**src/rtl/mmio_bridge_pkg.sv**
```systemverilog
// rtl/mmio_bridge_pkg.sv - shared constants and read-select encoding for mmio_bridge
package mmio_bridge_pkg;

  localparam logic [1:0]  IO_PAGE   = 2'b11;
  localparam logic [17:0] ADDR_UART = 18'h30000;
  localparam logic [17:0] ADDR_CLK  = 18'h30004;

  // SEL_NONE covers unmapped I/O reads, which return 0x00.
  typedef enum logic [2:0] {
    SEL_RAM,
    SEL_RX,
    SEL_CNT0,
    SEL_CNT1,
    SEL_CNT2,
    SEL_CNT3,
    SEL_NONE
  } rd_sel_t;

endpackage

```
**src/rtl/mmio_tx_fifo.sv**
```systemverilog
// rtl/mmio_tx_fifo.sv - synchronous byte FIFO feeding the UART transmitter
//   clk, rst       : clock, synchronous active-high reset
//   push/push_data : enqueue request; dropped when full
//   pop            : dequeue request; ignored when empty
//   data, valid    : head byte, non-empty flag
//   count          : current occupancy
//   almost_full    : registered, set when next occupancy >= DEPTH-MARGIN
module mmio_tx_fifo #(
  parameter int DEPTH  = 16,
  parameter int MARGIN = 2
) (
  input  logic                     clk,
  input  logic                     rst,
  input  logic                     push,
  input  logic [7:0]               push_data,
  input  logic                     pop,
  output logic [7:0]               data,
  output logic                     valid,
  output logic [$clog2(DEPTH):0]   count,
  output logic                     almost_full
);

  localparam int AW = $clog2(DEPTH);
  localparam int CW = AW + 1;

  logic [7:0]    mem [DEPTH];
  logic [AW-1:0] wr_ptr;
  logic [AW-1:0] rd_ptr;
  logic          do_push;
  logic          do_pop;
  logic [CW-1:0] count_next;

  assign do_push = push && (count != CW'(DEPTH));
  assign do_pop  = pop && (count != '0);
  assign data    = mem[rd_ptr];
  assign valid   = (count != '0);

  always_comb begin
    count_next = count;
    if (do_push && !do_pop) begin
      count_next = count + 1'b1;
    end else if (do_pop && !do_push) begin
      count_next = count - 1'b1;
    end
  end

  // Storage is never reset; only pointers and count define its contents.
  always_ff @(posedge clk) begin
    if (do_push && !rst) begin
      mem[wr_ptr] <= push_data;
    end
  end

  always_ff @(posedge clk) begin
    if (rst) begin
      wr_ptr      <= '0;
      rd_ptr      <= '0;
      count       <= '0;
      almost_full <= 1'b0;
    end else begin
      if (do_push) wr_ptr <= wr_ptr + 1'b1;
      if (do_pop)  rd_ptr <= rd_ptr + 1'b1;
      count       <= count_next;
      almost_full <= (count_next >= CW'(DEPTH - MARGIN));
    end
  end

endmodule

```
**src/rtl/mmio_bridge.sv**
```systemverilog
// rtl/mmio_bridge.sv - CPU byte-bus decoder for RAM, UART FIFO, cycle counter and stop flag
//   Optional RX read path enabled by defining MMIO_RX_EN.
//   clk_in, rst_in            : clock, synchronous active-high reset
//   rdy_in                    : CPU ready, qualifies bus accesses
//   mem_a/mem_dout/mem_wr     : CPU request; mem_din returns read data one cycle later
//   io_buffer_full            : TX FIFO near-full
//   ram_a/ram_dout/ram_we     : RAM port; ram_din has 1-cycle latency
//   tx_data/tx_valid/tx_ready : UART TX stream
//   rx_data/rx_valid/rx_pop   : UART RX byte and consume pulse
//   prog_done                 : sticky stop flag set by a write to 0x30004
module mmio_bridge #(
  parameter int TX_DEPTH    = 16,
  parameter int FULL_MARGIN = 2,
  parameter int RAM_AW      = 17
) (
  input  logic              clk_in,
  input  logic              rst_in,
  input  logic              rdy_in,
  input  logic [31:0]       mem_a,
  input  logic [7:0]        mem_dout,
  input  logic              mem_wr,
  output logic [7:0]        mem_din,
  output logic              io_buffer_full,
  output logic [RAM_AW-1:0] ram_a,
  output logic [7:0]        ram_dout,
  output logic              ram_we,
  input  logic [7:0]        ram_din,
  output logic [7:0]        tx_data,
  output logic              tx_valid,
  input  logic              tx_ready,
  input  logic [7:0]        rx_data,
  input  logic              rx_valid,
  output logic              rx_pop,
  output logic              prog_done
);

  import mmio_bridge_pkg::*;

  logic [17:0] addr;
  logic        io;
  logic        rd_req;
  logic        wr_req;
  logic        wr_uart;
  logic        wr_clk;
  rd_sel_t     sel;
  rd_sel_t     sel_next;
  logic        rd_valid;
  logic [7:0]  hold;
  logic [7:0]  live;
  logic [31:0] cnt;
  logic [31:0] snap;
  logic [$clog2(TX_DEPTH):0] tx_count_unused;

  assign addr   = mem_a[17:0];
  assign io     = (addr[17:16] == IO_PAGE);
  assign rd_req = rdy_in && !mem_wr && !rst_in;
  assign wr_req = rdy_in && mem_wr && !rst_in;

  assign ram_a    = rst_in ? '0 : mem_a[RAM_AW-1:0];
  assign ram_dout = rst_in ? '0 : mem_dout;
  assign ram_we   = wr_req && !io;

  // A zero byte to the UART address is a no-op; the stop write forces a 0x00 through.
  assign wr_uart = wr_req && (addr == ADDR_UART) && (mem_dout != 8'h00);
  assign wr_clk  = wr_req && (addr == ADDR_CLK);

  always_comb begin
    sel_next = SEL_RAM;
    if (io) begin
      sel_next = SEL_NONE;
      if (addr == ADDR_UART) begin
        sel_next = SEL_RX;
      end else if ((addr[17:3] == ADDR_CLK[17:3]) && addr[2]) begin
        case (addr[1:0])
          2'd0:    sel_next = SEL_CNT0;
          2'd1:    sel_next = SEL_CNT1;
          2'd2:    sel_next = SEL_CNT2;
          default: sel_next = SEL_CNT3;
        endcase
      end
    end
  end

`ifdef MMIO_RX_EN
  logic       rx_take;
  logic [7:0] rx_byte;
  logic       unused_bits;

  assign rx_take     = rd_req && (addr == ADDR_UART) && rx_valid;
  assign rx_pop      = rx_take;
  assign unused_bits = &{1'b0, mem_a[31:18]};

  // The RX byte is captured with the request because rx_pop consumes it this cycle.
  always_ff @(posedge clk_in) begin
    if (rst_in) begin
      rx_byte <= 8'h00;
    end else if (rd_req) begin
      rx_byte <= rx_take ? rx_data : 8'h00;
    end
  end
`else
  logic unused_bits;

  assign rx_pop      = 1'b0;
  assign unused_bits = &{1'b0, mem_a[31:18], rx_data, rx_valid};
`endif

  always_ff @(posedge clk_in) begin
    if (rst_in) begin
      cnt       <= 32'd0;
      snap      <= 32'd0;
      sel       <= SEL_RAM;
      rd_valid  <= 1'b0;
      hold      <= 8'h00;
      prog_done <= 1'b0;
    end else begin
      cnt      <= cnt + 32'd1;
      hold     <= mem_din;
      rd_valid <= rd_req;
      if (rd_req) begin
        sel <= sel_next;
        // Reading byte 0 freezes the whole word so bytes 1-3 match it.
        if (sel_next == SEL_CNT0) snap <= cnt;
      end
      if (wr_clk) prog_done <= 1'b1;
    end
  end

  always_comb begin
    live = 8'h00;
    case (sel)
      SEL_RAM:  live = ram_din;
`ifdef MMIO_RX_EN
      SEL_RX:   live = rx_byte;
`endif
      SEL_CNT0: live = snap[7:0];
      SEL_CNT1: live = snap[15:8];
      SEL_CNT2: live = snap[23:16];
      SEL_CNT3: live = snap[31:24];
      default:  live = 8'h00;
    endcase
  end

  // Outside the cycle after a read, the last returned byte is held.
  assign mem_din = rd_valid ? live : hold;

  mmio_tx_fifo #(
    .DEPTH  (TX_DEPTH),
    .MARGIN (FULL_MARGIN)
  ) u_tx_fifo (
    .clk         (clk_in),
    .rst         (rst_in),
    .push        (wr_uart || wr_clk),
    .push_data   (wr_clk ? 8'h00 : mem_dout),
    .pop         (tx_valid && tx_ready),
    .data        (tx_data),
    .valid       (tx_valid),
    .count       (tx_count_unused),
    .almost_full (io_buffer_full)
  );

endmodule

```
**config.mk**
```make
export PLATFORM = sky130hd
export DESIGN_NAME = mmio_bridge
export DESIGN_NICKNAME = d
export VERILOG_FILES = /design/src/rtl/mmio_bridge_pkg.sv /design/src/rtl/mmio_tx_fifo.sv /design/src/rtl/mmio_bridge.sv
export SDC_FILE = /design/constraint.sdc
export NUM_CORES = 1
export LEC_CHECK = 0
export ABC_AREA = 1
export BUFFER_PORTS_ARGS = -buffer_cell sky130_fd_sc_hd__buf_2
export CAP_MARGIN = 20
export CORE_MARGIN = 1
export CORE_UTILIZATION = 35
export DETAILED_ROUTE_END_ITERATION = 16
export SKIP_CTS_REPAIR_TIMING = 1
export SYNTH_ARGS = -nofsm -noshare
export SYNTH_HDL_FRONTEND = slang
export SYNTH_SLANG_ARGS = --single-unit
```
**constraint.sdc**
```tcl
create_clock -name clk_in -period 5.11 [get_ports clk_in]
set_clock_uncertainty 0.2 [all_clocks]
set_input_delay 1.022 -clock clk_in [delete_from_list [all_inputs] [get_ports clk_in]]
set_output_delay 1.022 -clock clk_in [all_outputs]
set_load 0.01 [all_outputs]
```
==> flow_metrics.env, run 1 <==
export IMPL_io_buffers=83
export IMPL_setup_viol=0
export IMPL_synth_async_reset_ratio_pct=0
export IMPL_tns_ns=0
export IMPL_drv_slew=0
export IMPL_synthesis_nets=1108
export IMPL_grt_max_degree=59
export IMPL_crit_required_ns=3.89
export IMPL_power_share_clock_pct=35.7
export IMPL_first_pass_iters=5
export IMPL_power_switching_uw=1311
export IMPL_cts_root_buf="clkbuf_16"
export IMPL_p_leak_uw=0.004260
export IMPL_finalWirelength_mm=22.44
export IMPL_synth_compound_area_share_pct=13.99
export IMPL_core_area_um2=27780
export IMPL_switching_share_pct=29.15
export IMPL_seq_power_share_pct=44.8
export IMPL_pin_count=108
export IMPL_ys_seq_area_share_pct=58.16
export IMPL_hp_class="reg2reg"
export IMPL_gp_congestion=0.8132
export IMPL_rsz0062_at_grt="no"
export IMPL_hold_viol_final=0
export IMPL_fin_nets=1180
export IMPL_synth_avg_cell_area_um2=9.518
export IMPL_vias=7216
export IMPL_grt_usage_pct=15.47
export IMPL_synth_xor_xnor_area_share_pct=0.4433
export IMPL_hpwlAfterDp_mm=14.72
export IMPL_arrival_ns=2.37
export IMPL_power_per_cell_area_nw_per_um2=396.7
export IMPL_clock_sinks=223
export IMPL_outcome="finished clean"
export IMPL_critPathMaxStageDelay_ns=0.63
export IMPL_grt_overflow=0
export IMPL_clock_fmax_mhz=278.3
export IMPL_numCtsBuffers=23
export IMPL_synth_area_um2=9879
export IMPL_drtIter0Drc=548
export IMPL_clkSlewWorstSetupHoldPaths_ns=0.06
export IMPL_internal_power_uw=3186
export IMPL_p_comb_share_pct=19.5
export IMPL_timing_critical_path_max_delay_family="buffers and inverters"
export IMPL_p_total_uw=4496
export IMPL_drv_cap=0
export IMPL_insertion_delay_ns=0.51
export IMPL_fillers=2807
export IMPL_synth_edf_count=128
export IMPL_grt_pass1_vias=6814
export IMPL_yosys_warnings=0
export IMPL_yosys_area_share_simple_pct=15.65
export IMPL_worst_pin_slew_ns=0.8930
export IMPL_crit_fanout=22
export IMPL_die_area_um2=28900
export IMPL_fin_crit_sh_pct=70.32
export IMPL_yosys_cell_types_count=43
export IMPL_synth_ff_type="edfxtp_1"
export IMPL_ys_ff_latch=223
export IMPL_die_w_um=170.0
export IMPL_peakVddDrop_uv=278.3
export IMPL_synth_top_family_by_area="simple AND/OR/NAND/NOR gates"
export IMPL_clk_path_buf_depth=3
export IMPL_slew_headroom_pct=40.40
export IMPL_die_h_um=170.0
export IMPL_antenna_found_initial=0
export IMPL_ant_nets=0
export IMPL_synth_cells=1038
export IMPL_avgViaCountPerCell=4.795
export IMPL_drive_above_1_share_pct=14.37
export IMPL_period_minus_slack_ns=3.593
export IMPL_critical_path_class="reg2out"
export IMPL_std_cell_rows=61
export IMPL_wl_per_cell_um=14.91
export IMPL_cp_start_kind="flop"
export IMPL_initial_core_util_pct=35.56
export IMPL_final_common_cell="inv_1"
export IMPL_synth_fa_ha_area_share_pct=1.013
export IMPL_syn2layout_area_growth_pct=14.73
export IMPL_critPathCaptureType="primary output"
export IMPL_mostFrequentLayoutCells="138 x inv_1, 128 x edfxtp_1, 116 x nand2_1"
export IMPL_cp_buffers_inverters=3
export IMPL_htreeDepth=1
export IMPL_path_cells="inv_1 -> buf_4 -> o21ai_0 -> o211ai_1 -> nand2_1 -> buf_2"
export IMPL_cts_tree="built"
export IMPL_final_core_util_pct=40.80
export IMPL_synthMuxAreaShare_pct=3.242
export IMPL_antenna_cells=0
export IMPL_grt_first_pass_wirelength_mm=35.16
export IMPL_drc_errors=0
export IMPL_crit_slowest_cell="inv_1"
## cell usage after synthesis, types with 2 or more instances
master	number	area, um2
o21a_1	6	45.04
inv_1	138	518.0
nor3_1	19	95.09
nor2_2	7	43.79
a21oi_1	89	445.4
xor2_1	5	43.79
dfxtp_1	95	1902
mux2i_1	32	320.3
nor4_1	3	18.77
nor3b_1	3	22.52
o22ai_1	2	12.51
nand2_2	9	56.30
inv_2	3	11.26
o21ai_1	2	10.01
o21ai_0	102	510.5
buf_2	7	35.03
buf_1	5	18.77
nor2_1	115	431.7
or2_2	2	12.51
nand3_1	37	185.2
buf_6	4	45.04
nand4_2	2	25.02
nand4_1	9	56.30
a21oi_2	2	17.52
edfxtp_1	128	3844
clkbuf_1	24	90.09
nand2_1	116	435.4
nand3_2	5	50.05
nor2_4	4	45.04
o211ai_1	37	277.8
a31oi_1	2	12.51
buf_4	2	15.01
nor3_4	2	32.53
o21ai_2	4	35.03
ha_1	8	100.1
## final cells by class
class,count,area (um2),share of cell area [%]
inverters,142,533.0,4.703
repair buffers,89,473.0,4.173
clock buffers,28,594.3,5.243
clock inverters,14,115.1,1.016
flip-flops and latches,223,5749,50.72
multi-input cells,631,3397,29.97
well taps,378,473.0,4.173
## tightest hold or removal path: stages (launching register included)
cell and delay, ns:
dfxtp_1 0.29, inv_1 0.06, a21oi_1 0.05
## final timing paths
check,from,endpoint,slack (ns),depth (start not counted)
worst min register to register,snap[22]$_SDFFE_PP0P_,snap[22]$_SDFFE_PP0P_,0.25,2
worst max register to register,u_tx_fifo.count[0]$_SDFF_PP0_,u_tx_fifo.mem[11][5]$_DFFE_PP_,2.46,9
worst max-delay path,flop,tx_data[3],1.52,6
worst min-delay path,snap[22]$_SDFFE_PP0P_,snap[22]$_SDFFE_PP0P_,0.25,2
## power by group through the flow
stage	Sequential, uW	Clock [uW]	Combinational, uW
6_report	2020	1600	878
5_1_grt	2030	1710	981
4_1_cts	2020	1630	878
3_5_place_dp	2060	0	875
3_3_place_gp	2050	0	863
2_1_floorplan	1990	0	650
## per-layer routing
metal / up-vias / global-route usage, % / part of all wire [%]
met1: 3382 / 20.06 / 46
met3: 37 / 2.209 / 3.6
met2: 127 / 27.10 / 49
met4: 0 / 3.643 / 2.0
met5: - / 0 / 0
li1: 3670 / - / -
## kinds of logic (layout without fill, tap and decap cells)
logic type / after synthesis / in the layout
other: 1 / 1
AND/OR/NAND/NOR: 337 / 337
adder cells (fa/ha/maj): 8 / 8
buffers and inverters: 184 / 273
XOR/XNOR: 5 / 5
multiplexers: 32 / 32
AO/OA/AOI/OAI: 248 / 248
flip-flops: 223 / 223
## registers in the layout, indices dropped and copies added (netlist names), 3 cells and up, named ones only
name              cells
hold                  8
snap                 32
u_tx_fifo.wr_ptr      4
cnt                  32
u_tx_fifo.rd_ptr      4
u_tx_fifo.mem       128
u_tx_fifo.count       5
sel                   3
## per-stage QoR
step,instances,setup slack [ns],instance area (um2),hold slack (ns)
2_1_floorplan,1038,2.185,9879,0.2245
3_3_place_gp,1463,1.320,10630,0.2386
3_5_place_dp,1463,1.253,10630,0.2458
4_1_cts,1505,1.500,11330,0.2546
5_1_grt,1505,1.269,11330,0.2813
6_report,1505,1.517,11330,0.2527
No activity file was read; power rests on OpenSTA's default activity.
==> run 2, diff against run 1 <==
==> constraint.sdc (replaced) <==
create_clock -name clk_in -period 3.54 [get_ports clk_in]
set_clock_uncertainty 0.2 [all_clocks]
set_input_delay 0.708 -clock clk_in [delete_from_list [all_inputs] [get_ports clk_in]]
set_output_delay 0.708 -clock clk_in [all_outputs]
set_load 0.01 [all_outputs]
==> flow_metrics.env, run 2 (synthesized netlist as in run 1, its figures left out) <==
export IMPL_outcome="finished clean"
export IMPL_grt_max_degree=59
export IMPL_critPathCaptureType="primary output"
export IMPL_first_pass_iters=6
export IMPL_arrival_ns=2.30
export IMPL_drv_cap=0
export IMPL_tns_ns=0
export IMPL_avgViaCountPerCell=4.715
export IMPL_fin_crit_sh_pct=90.56
export IMPL_die_h_um=170.0
export IMPL_cp_start_kind="flop"
export IMPL_cts_root_buf="clkbuf_16"
export IMPL_antenna_cells=0
export IMPL_dpl_worst_slack_ns=0.5744
export IMPL_top_regs="u_tx_fifo.mem (128), cnt (32), snap (32)"
export IMPL_fin_ws_ns=0.3343
export IMPL_drv_slew=0
export IMPL_p_total_uw=6517
export IMPL_rsz0062_at_grt="no"
export IMPL_numCtsBuffers=23
export IMPL_worst_pin_slew_ns=0.6974
export IMPL_crit_required_ns=2.63
export IMPL_clock_fmax_mhz=311.9
export IMPL_hpwlAfterDp_mm=14.97
export IMPL_clock_sinks=223
export IMPL_setup_viol=0
export IMPL_gp_congestion=0.8194
export IMPL_ant_nets=0
export IMPL_power_per_cell_area_nw_per_um2=566.0
export IMPL_pin_count=108
export IMPL_period_minus_slack_ns=3.206
export IMPL_antenna_found_initial=0
export IMPL_drive_above_1_share_pct=16.14
export IMPL_std_cell_rows=61
export IMPL_drc_errors=0
export IMPL_stdcell_area_um2=11510
export IMPL_peakVddDrop_uv=295.2
export IMPL_clkSlewWorstSetupHoldPaths_ns=0.06
export IMPL_syn2layout_area_growth_pct=16.54
export IMPL_p_leak_uw=0.004384
export IMPL_io_buffers=83
export IMPL_placed_cell_area_um2=10780
export IMPL_grt_overflow=0
export IMPL_die_w_um=170.0
export IMPL_cts_tree="built"
export IMPL_clk_path_buf_depth=3
export IMPL_largest_register_ffs=128
export IMPL_drtIter0Drc=403
export IMPL_top_register="u_tx_fifo.mem"
export IMPL_insertion_delay_ns=0.52
export IMPL_core_area_um2=27780
export IMPL_htreeDepth=1
export IMPL_crit_fanout=37
export IMPL_hold_viol_final=0
export IMPL_fin_nets=1200
export IMPL_grt_usage_pct=15.30
export IMPL_final_common_cell="inv_1"
export IMPL_mostFrequentLayoutCells="138 x inv_1, 128 x edfxtp_1, 116 x nand2_1"
export IMPL_die_area_um2=28900
export IMPL_initial_core_util_pct=35.56
export IMPL_hp_class="in2reg"
export IMPL_wl_per_cell_um=14.37
export IMPL_slew_headroom_pct=53.15
export IMPL_vias=7186
export IMPL_grt_first_pass_wirelength_mm=34.85
export IMPL_grt_pass1_vias=6813
export IMPL_finalWirelength_mm=21.90
export IMPL_critical_path_class="reg2out"
==> run 2: path summary, 6_finish.rpt <==
path                     startpoint                endpoint  slack (ns)  cells past startpoint
max                            flop              tx_data[0]        0.33                      7
min                          mem_wr     rd_valid$_SDFF_PP0_        0.23                      2
max reg2reg       cnt[0]$_SDFF_PP0_      cnt[28]$_SDFF_PP0_        1.29                     11
min reg2reg  prog_done$_SDFFE_PP0P_  prog_done$_SDFFE_PP0P_        0.25                      2
==> run 2: power breakdown <==
part	switching (uW)	total (uW)	internal, uW	leakage, uW
Sequential	95.2	2890	2800	0.00192
Clock	961	2340	1380	0.000367
Combinational	812	1280	471	0.00210
==> run 2: area by class of cell <==
type	count	area [um2]
Multi-Input combinational cell	631	3397
Clock inverter	14	127.6
Timing Repair Buffer	109	623.1
Tap cell	378	473.0
Clock buffer	27	610.6
Fill cell	2771	16270
Inverter	142	533.0
Sequential cell	223	5749
==> run 2: critical path: stages (launching register included) <==
cell and delay, ns:
dfxtp_4 0.61, buf_4 0.31, a21oi_1 0.09, o21ai_0 0.14, o211ai_1 0.21, nand3_1 0.16
nand2_1 0.08, buf_2 0.15
==> run 2: metal layers <==
layer	routed length [um]	up-vias	global-route usage, %
met1	9620	3320	18.98
met4	589	0	5.092
li1	-	3711	-
met5	0	-	0
met2	10900	110	27.30
met3	787	45	2.000
==> run 2: through the flow <==
stage                     hold WS [ns]  util (%)  instances
after detailed placement        0.2464     38.79       1483
after global routing            0.2334     41.44       1524
final                           0.2276     41.44       1524
after floorplan                 0.2245         -       1038
after global placement          0.2374     38.79       1483
after CTS                       0.2089     41.44       1524
==> run 3, diff against run 2 <==
--- a/config.mk
+++ b/config.mk
@@ -11,6 +11,7 @@
 export CORE_MARGIN = 1
 export CORE_UTILIZATION = 35
 export DETAILED_ROUTE_END_ITERATION = 16
+export REMOVE_ABC_BUFFERS = 1
 export SKIP_CTS_REPAIR_TIMING = 1
 export SYNTH_ARGS = -nofsm -noshare
 export SYNTH_HDL_FRONTEND = slang
==> flow_metrics.env, run 3 (synthesized netlist as in run 1, its figures left out) <==
export IMPL_outcome="finished clean"
export IMPL_antenna_found_initial=0
export IMPL_dr_wl_met2_mm=10.49
export IMPL_hold_viol_final=0
export IMPL_critPathCaptureType="primary output"
export IMPL_syn2layout_area_growth_pct=15.97
export IMPL_cp_buffers_inverters=2
export IMPL_vias=7202
export IMPL_placed_cell_area_um2=10770
export IMPL_clkSlewWorstSetupHoldPaths_ns=0.06
export IMPL_io_buffers=83
export IMPL_wl_met1_mm=10.25
export IMPL_grt_max_degree=64
export IMPL_pin_count=108
export IMPL_initial_core_util_pct=35.56
export IMPL_insertion_delay_ns=0.52
export IMPL_drtIter0Drc=491
export IMPL_arrival_ns=2.44
export IMPL_fin_nets=1199
export IMPL_fin_crit_sh_pct=94.60
export IMPL_rsz0062_at_grt="no"
export IMPL_period_minus_slack_ns=3.349
export IMPL_core_area_um2=27780
export IMPL_wl_met3_um=846
export IMPL_top_register="u_tx_fifo.mem"
export IMPL_ant_nets=0
export IMPL_gp_congestion=0.8184
export IMPL_die_w_um=170.0
export IMPL_peakVddDrop_uv=255.8
export IMPL_critical_path_class="reg2out"
export IMPL_timing_critical_path_max_delay_family="flip-flops"
export IMPL_top_regs="u_tx_fifo.mem (128), cnt (32), snap (32)"
export IMPL_setup_viol=0
export IMPL_reg2reg_depth=9
export IMPL_die_area_um2=28900
export IMPL_grt_usage_pct=15.29
export IMPL_wl_per_cell_um=14.45
export IMPL_cts_tree="built"
export IMPL_whs_path_depth=2
export IMPL_grt_first_pass_wirelength_mm=35.15
export IMPL_drv_cap=0
export IMPL_crit_required_ns=2.63
export IMPL_hp_class="in2reg"
export IMPL_path_cells="buf_4 -> mux2i_1 -> o211ai_1 -> nand3_1 -> nand2_1 -> buf_2"
export IMPL_final_common_cell="inv_1"
export IMPL_grt_pass1_vias=6849
export IMPL_largest_register_ffs=128
export IMPL_clk_path_buf_depth=3
export IMPL_r2r_start="u_tx_fifo.count[0]$_SDFF_PP0_"
export IMPL_p_leak_uw=0.004354
export IMPL_slew_headroom_pct=50.84
export IMPL_holdWs_ns=0.2205
export IMPL_antenna_cells=0
export IMPL_crit_fanout=63
export IMPL_drv_slew=0
export IMPL_die_h_um=170.0
export IMPL_crit_cells=6
export IMPL_mostFrequentLayoutCells="138 x inv_1, 128 x edfxtp_1, 116 x nand2_1"
export IMPL_p_total_uw=6367
export IMPL_clock_sinks=223
export IMPL_top_layer_used="met4"
export IMPL_grt_overflow=0
export IMPL_crit_slowest_cell="dfxtp_4"
export IMPL_worst_pin_slew_ns=0.7374
export IMPL_cts_root_buf="clkbuf_16"
export IMPL_first_pass_iters=5
export IMPL_hpwlAfterDp_mm=15.35
export IMPL_hp_start="mem_wr"
export IMPL_drc_errors=0
export IMPL_cp_start_kind="flop"
export IMPL_tns_ns=0
export IMPL_drive_above_1_share_pct=15.82
export IMPL_power_per_cell_area_nw_per_um2=555.7
export IMPL_numCtsBuffers=23
export IMPL_avgViaCountPerCell=4.732
export IMPL_finalWirelength_mm=21.99
export IMPL_std_cell_rows=61
export IMPL_critPathMaxStageDelay_ns=0.81
export IMPL_clock_fmax_mhz=298.6
export IMPL_stdcell_area_um2=11460
export IMPL_htreeDepth=1
## run 3: cell types whose count changed in the layout (fill, tap and decap cells not counted), sizes merged
cell / previous run / this run
bufinv: 2 / 0
clkinv: 12 / 8
clkbuf: 27 / 32
buf: 109 / 108
## run 3: final timing paths
check,slack (ns),endpoint
worst max register to register,1.06,u_tx_fifo.mem[0][2]$_DFFE_PP_
worst min register to register,0.25,prog_done$_SDFFE_PP0P_
worst min-delay path,0.22,rd_valid$_SDFF_PP0_
worst max-delay path,0.19,tx_data[4]
## run 3: layout make-up
type	instances	area [um2]
clock inverter	8	50.05
clock buffer	32	639.4
timing repair buffer	108	615.6
sequential	223	5749
fill	2823	16320
multi-input combinational	631	3397
tap	378	473.0
inverter	142	533.0
## run 3: stage by stage
step | util [%] | instances | worst slack [ns]
final | 41.24 | 1522 | 0.1910
after global routing | 41.24 | 1522 | 0.08571
after CTS | 41.24 | 1522 | 0.1742
after detailed placement | 38.76 | 1482 | 0.3511
after global placement | 38.76 | 1482 | 0.4394
after floorplan | - | 996 | -0.2064
## run 3: where the power goes
part           internal [uW]  switching [uW]
Combinational            473             732
Sequential              2800             139
Clock                   1260             965
## run 3: worst reg2reg max path: cells and delay by family, from the launching register on
kind	cells	cell delay [ns]
buffers and inverters	3	0.25
and+or+nand+nor	5	1.09
adders and majority gates	1	0.21
DFF	1	0.37
## run 3: per-layer routing
layer | GRT usage (%) | vias up
li1 | - | 3704
met1 | 19.79 | 3337
met2 | 26.67 | 131
met3 | 2.233 | 30
met4 | 3.839 | 0
met5 | 0 | -
